===== src/rtl/ddr2_vid_pkg.sv =====
// Shared definitions for the DDR2 video read path: line-fetch FSM encodings and
// geometry defaults also used by the ddr2_core_driver wrappers.
package ddr2_vid_pkg;

    localparam int HDATA_NUM_DEF = 4;
    localparam int VDATA_NUM_DEF = 64;
    localparam int DW_DEF        = 24;

    localparam logic [1:0] IDLE = 2'd0;
    localparam logic [1:0] REQ  = 2'd1;
    localparam logic [1:0] FILL = 2'd2;
    localparam logic [1:0] WAIT = 2'd3;

endpackage


===== src/rtl/ddr2_pingpong_ram.sv =====
// Two-bank line buffer: one synchronous write port, one synchronous read port,
// each addressed by bank select plus word pointer.
module ddr2_pingpong_ram
    import ddr2_vid_pkg::*;
#(
    parameter int HDATA_NUM = HDATA_NUM_DEF,
    parameter int DW        = DW_DEF
) (
    input  logic                         clk,
    input  logic                         rst,
    input  logic                         wr_en,
    input  logic                         wr_bank,
    input  logic [$clog2(HDATA_NUM)-1:0] wr_ptr,
    input  logic [DW-1:0]                wr_data,
    input  logic                         rd_en,
    input  logic                         rd_bank,
    input  logic [$clog2(HDATA_NUM)-1:0] rd_ptr,
    output logic [DW-1:0]                rd_data
);

    localparam int AW = $clog2(2 * HDATA_NUM);

    logic [DW-1:0] mem [2*HDATA_NUM];
    logic [AW-1:0] wr_addr;
    logic [AW-1:0] rd_addr;

    assign wr_addr = (wr_bank ? AW'(HDATA_NUM) : AW'(0)) + AW'(wr_ptr);
    assign rd_addr = (rd_bank ? AW'(HDATA_NUM) : AW'(0)) + AW'(rd_ptr);

    always_ff @(posedge clk) begin
        if (wr_en) begin
            mem[wr_addr] <= wr_data;
        end
    end

    // The read register holds its value when no pixel is consumed.
    always_ff @(posedge clk) begin
        if (rst) begin
            rd_data <= '0;
        end else if (rd_en) begin
            rd_data <= mem[rd_addr];
        end
    end

endmodule


===== src/rtl/ddr2_line_fetch.sv =====
// Fetches image lines from the DDR2 driver into a ping-pong buffer and replays
// them to the display side one pixel per pix_de cycle, flagging underruns.
module ddr2_line_fetch
    import ddr2_vid_pkg::*;
#(
    parameter int HDATA_NUM = HDATA_NUM_DEF,
    parameter int VDATA_NUM = VDATA_NUM_DEF,
    parameter int DW        = DW_DEF
) (
    input  logic          clk,
    input  logic          rst,
    input  logic          frame_start,
    input  logic          pix_de,
    output logic [DW-1:0] pix_data,
    output logic          pix_valid,
    output logic          underrun,
    output logic [9:0]    line_cnt,
    output logic          frame_done,
    output logic          from_ddr2_strb,
    input  logic [DW-1:0] from_ddr2_data,
    input  logic          from_ddr2_data_valid
);

    localparam int             PW        = $clog2(HDATA_NUM);
    localparam logic [PW-1:0]  PTR_LAST  = PW'(HDATA_NUM - 1);
    localparam logic [9:0]     LINE_LAST = 10'(VDATA_NUM - 1);
    localparam logic [9:0]     LINE_MAX  = 10'(VDATA_NUM);

    function automatic logic [9:0] sat_inc(input logic [9:0] v);
        return (v >= LINE_MAX) ? v : v + 10'd1;
    endfunction

    logic [1:0]    state;
    logic          wr_bank;
    logic          rd_bank;
    logic [PW-1:0] wr_ptr;
    logic [PW-1:0] rd_ptr;
    logic [1:0]    full;
    logic          vld_p1;

    logic          rd_fire;
    logic          rd_release;
    logic          wr_fire;
    logic          wr_last;
    logic [1:0]    rel_mask;
    logic [1:0]    full_rel;
    logic [1:0]    full_nxt;

    // frame_start overrides both the read and the write side in its cycle.
    assign rd_fire    = pix_de && full[rd_bank] && !frame_start;
    assign rd_release = rd_fire && (rd_ptr == PTR_LAST);
    assign wr_fire    = (state == FILL) && from_ddr2_data_valid && !frame_start;
    assign wr_last    = wr_fire && (wr_ptr == PTR_LAST);

    // Fill decisions see a bank released in the same cycle as already empty.
    assign rel_mask = rd_release ? (rd_bank ? 2'b10 : 2'b01) : 2'b00;
    assign full_rel = full & ~rel_mask;

    always_comb begin
        full_nxt = full_rel;
        if (wr_last) begin
            full_nxt[wr_bank] = 1'b1;
        end
    end

    assign from_ddr2_strb = (state == REQ);
    assign pix_valid      = vld_p1;

    always_ff @(posedge clk) begin
        if (rst) begin
            state      <= IDLE;
            wr_bank    <= 1'b0;
            rd_bank    <= 1'b0;
            wr_ptr     <= '0;
            rd_ptr     <= '0;
            full       <= 2'b00;
            vld_p1     <= 1'b0;
            underrun   <= 1'b0;
            line_cnt   <= '0;
            frame_done <= 1'b0;
        end else if (frame_start) begin
            state      <= REQ;
            wr_bank    <= 1'b0;
            rd_bank    <= 1'b0;
            wr_ptr     <= '0;
            rd_ptr     <= '0;
            full       <= 2'b00;
            vld_p1     <= 1'b0;
            underrun   <= 1'b0;
            line_cnt   <= '0;
            frame_done <= 1'b0;
        end else begin
            // stage p0 -> p1: buffered pixel read
            vld_p1 <= rd_fire;
            full   <= full_nxt;
            if (pix_de && !full[rd_bank]) begin
                underrun <= 1'b1;
            end
            if (rd_fire) begin
                rd_ptr <= (rd_ptr == PTR_LAST) ? '0 : rd_ptr + PW'(1);
                if (rd_ptr == PTR_LAST) begin
                    rd_bank <= ~rd_bank;
                end
            end

            case (state)
                REQ: state <= FILL;
                FILL: begin
                    if (wr_fire) begin
                        wr_ptr <= wr_last ? '0 : wr_ptr + PW'(1);
                    end
                    if (wr_last) begin
                        wr_bank  <= ~wr_bank;
                        line_cnt <= sat_inc(line_cnt);
                        if (line_cnt == LINE_LAST) begin
                            frame_done <= 1'b1;
                            state      <= IDLE;
                        end else if (!full_rel[~wr_bank]) begin
                            state <= REQ;
                        end else begin
                            state <= WAIT;
                        end
                    end
                end
                WAIT: begin
                    if (!full_rel[wr_bank]) begin
                        state <= REQ;
                    end
                end
                default: state <= state;
            endcase
        end
    end

    ddr2_pingpong_ram #(
        .HDATA_NUM (HDATA_NUM),
        .DW        (DW)
    ) u_ram (
        .clk     (clk),
        .rst     (rst),
        .wr_en   (wr_fire),
        .wr_bank (wr_bank),
        .wr_ptr  (wr_ptr),
        .wr_data (from_ddr2_data),
        .rd_en   (rd_fire),
        .rd_bank (rd_bank),
        .rd_ptr  (rd_ptr),
        .rd_data (pix_data)
    );

endmodule

===== config.mk =====
export PLATFORM = sky130hd
export DESIGN_NAME = ddr2_line_fetch
export DESIGN_NICKNAME = d
export VERILOG_FILES = /design/src/rtl/ddr2_vid_pkg.sv /design/src/rtl/ddr2_pingpong_ram.sv /design/src/rtl/ddr2_line_fetch.sv
export SDC_FILE = /design/constraint.sdc
export NUM_CORES = 1
export LEC_CHECK = 0
export BUFFER_PORTS_ARGS = -buffer_cell sky130_fd_sc_hd__buf_2
export CAP_MARGIN = 20
export CORE_MARGIN = 3
export CORE_UTILIZATION = 34
export CTS_CLUSTER_DIAMETER = 150
export DETAILED_ROUTE_END_ITERATION = 10
export PLACE_DENSITY = 0.53
export SLEW_MARGIN = 20
export SYNTH_ARGS = -nofsm -noshare
export SYNTH_HDL_FRONTEND = slang
export SYNTH_SLANG_ARGS = --single-unit

===== constraint.sdc =====
create_clock -name clk -period 4.55 [get_ports clk]
set_clock_uncertainty 0.05 [all_clocks]
set_input_delay 0.6825 -clock clk [delete_from_list [all_inputs] [get_ports clk]]
set_output_delay 0.6825 -clock clk [all_outputs]
set_load 0.02 [all_outputs]

==> qor.yml <==
status: "complete, no violations"
fin_crit_sh_pct: 45.3
drive_gt1_share_pct: 29.5
crit_path_start_kind: "register"
synth_fa_ha_area_share_pct: 0.563
worstPathRequired_ps: 4870
power.total_mw: 4.28
r2r-start: "rd_ptr[0]$_SDFFE_PP0P_"
syn2layout_area_growth_pct: 17.3
cts_root_buffer: "clkbuf_16"
rsz0062_at_grt: "no"
end_kind: "register"
tritoncts: "built"
setup_ws_ps: 2490
grt_pass1_wl_um: 28100
num_rows: 58
irDropWorstVdd_v: 0.000185
syn_area_sq_um: 8890
cts_buffers: 26
grt_pass1_vias: 4797
synth_compound_area_share_pct: 2.99
clock_sinks: 239
wl_per_cell_um: 19.8
grt-ovfl-total: 0
clkLatencyLatePin_ps: 520
netlist_instances: 488
die_y_um: 168
grt_max_degree: 52
synth_area_leaders: "edfxtp_1, mux4_2, dfxtp_1"
min_path_type: "in -> reg"
drt_wl_total_um: 18200
ff2ff_path_depth: 4
port_buffers: 66
grt_usage_pct: 12.9
drtIter0Drc: 297
initial_core_util_pct: 35.0
crit_start: "rd_ptr[0]$_SDFFE_PP0P_"
nNetsFinal: 602
drv_slew: 0
worst_slew_pin_slew_ps: 804
dpl.hpwl_um: 9990
yosysTopAreaCellShare_pct: 64.9
p_per_area_nw_per_um2: 411
die_w_um: 168
min-delay-start: "from_ddr2_data[23]"
synth-xor-area-share_pct: 0.394
timing.rr.end: "u_ram.rd_data[8]$_SDFFE_PP0P_"
max_freq_ghz: 0.485
ctsResizeCount: 0
finalSetupViolCount: 0
ant_nets: 0
clock_path_buffers: 3
yosysWarningCount: 0
path_max_fanout: 27
power.leakage_nw: 3.40
die_area_sq_um: 28100
synth_simple_gate_area_share_pct: 6.18
dp_cells: 870
whs_path_depth: 1
post_cts_buffers: 0
coreArea_sq_um: 25400
synthDistinctLibCells: 37
muxShareOfSynthArea_pct: 12.7
gp_congestion: 0.706
synth_top_family_by_area: "multiplexers"
ios: 67
path_clk_slew_ps: 60
fin_hold_ws_ps: 378
pre_cts_slack_ps: 2050
cts_hold_buf: 0
syn_avg_cell_area_sq_um: 18.2
multi_input_area_sq_um: 2060
relSlewSlack_pct: 46.4
num_vias: 4528
drv_cap: 0
seq_area_frac_synth_pct: 75.5
synth_top_area_cell: "edfxtp_1"
drc: 0
timing.setup.critical_path_class: "reg -> reg"
min_to: "u_ram.mem[3][23]$_DFFE_PP_"
r2r_setup_slack_ps: 2490
fillers: 2316
final_cells: 920
antenna_found_initial: 2
hold_viol_final: 0
ys_ff_latch: 239
period_needed_ps: 2060
via_per_inst: 4.92
synth_nets: 521
htree_levels: 1
cp.arrival_ps: 2380
fin_tns_setup_ps: 0
firstDrtPassIters: 4
register_area_sq_um: 6710
## through the flow
step	area (sq um)	utilization (%)
floorplan	8890	-
global placement	9630	37.9
detailed placement	9630	37.9
CTS	10400	40.9
global route	10400	41.0
finish	10400	41.0
## cell usage after synthesis
cell type / n
mux2i_1: 4
xor2_1: 3
and3b_1: 1
inv_1: 7
buf_2: 13
nand4_1: 3
nand2b_1: 4
mux4_2: 48
xnor2_1: 1
and4bb_2: 1
nor3_1: 26
dfxtp_1: 47
buf_6: 1
nor2_1: 46
o21a_1: 3
o21ai_0: 3
nand3b_1: 1
nor2b_1: 3
ha_1: 4
nor4bb_1: 1
clkbuf_1: 12
and4b_1: 1
a21oi_1: 8
o32ai_1: 2
and3_1: 2
or3_1: 1
or2_2: 2
mux2_2: 1
or4_1: 1
o22ai_1: 24
o31ai_1: 1
edfxtp_1: 192
a31oi_1: 2
nand2_1: 9
nor4_2: 1
nand3_1: 5
and2_1: 4
## metal layers
layer	vias up	part of all wire, %	global-route usage, %	wire length [um]
met3	34	5.3	2.81	970
met1	2276	44	17.1	7930
met4	2	2.1	3.42	377
met2	110	49	21.9	8900
met5	-	0.060	0	11
li1	2106	-	-	-
## placed cells by master (no fill, tap or decap), drive strengths merged, types with 8 or more instances in the layout
master and count:
mux4 48, a21oi 8, edfxtp 192, o22ai 24, nor3 26, buf 79, clkbuf 42, dfxtp 47
nand2 9, nor2 46
## cells by family after synthesis
logic type / after synthesis
DFF: 239
and+or+nand+nor: 112
xor gates and xnor gates: 4
AOI/OAI and AO/OA: 43
muxes: 53
buffers and inverters: 33
adders and majority gates: 4
## critical path, cell delays in order, from the launching register on
cell	delay, ps
dfxtp_4	670
buf_12	310
mux4_2	540
o22ai_1	250
nor3_1	80
## final cells by class
| class | instances | area share [%] |
|---|---|---|
| diodes | 1 | 0.0240 |
| clock buffers | 42 | 7.01 |
| clock inverters | 6 | 0.372 |
| inverters | 7 | 0.252 |
| multi-input cells | 216 | 19.7 |
| flip-flops and latches | 239 | 64.4 |
| well taps | 330 | 3.96 |
| repair buffers | 79 | 4.23 |
## flip-flops by register name, indices dropped and copies added, names as in the netlist
| register | flops |
|---|---|
| wr_bank | 1 |
| underrun | 1 |
| line_cnt | 10 |
| state | 2 |
| rd_ptr | 2 |
| u_ram.rd_data | 24 |
| frame_done | 1 |
| rd_bank | 1 |
| full | 2 |
| wr_ptr | 2 |
| u_ram.mem | 192 |
| pix_valid | 1 |
## worst max path at each step
stage,slack [ps],endpoint,depth (start not counted)
floorplan,1200,u_ram.mem[0][0]$_DFFE_PP_,4
global placement,2080,rd_ptr[0]$_SDFFE_PP0P_,6
detailed placement,2050,rd_ptr[0]$_SDFFE_PP0P_,6
CTS,2150,state[1]$_SDFFE_PP0P_,5
global route,2290,u_ram.rd_data[17]$_SDFFE_PP0P_,4
finish,2490,u_ram.rd_data[8]$_SDFFE_PP0P_,4
## report_power, final
part / total [mW] / switching (mW) / leakage (nW) / internal, mW
Combinational: 0.0490 / 0.0354 / 0.921 / 0.0136
Clock: 1.87 / 0.779 / 0.373 / 1.09
Sequential: 2.36 / 0.00165 / 2.11 / 2.36
Total: 4.28 / 0.816 / 3.40 / 3.47
Note: power is estimated with default switching activity, not from simulation.
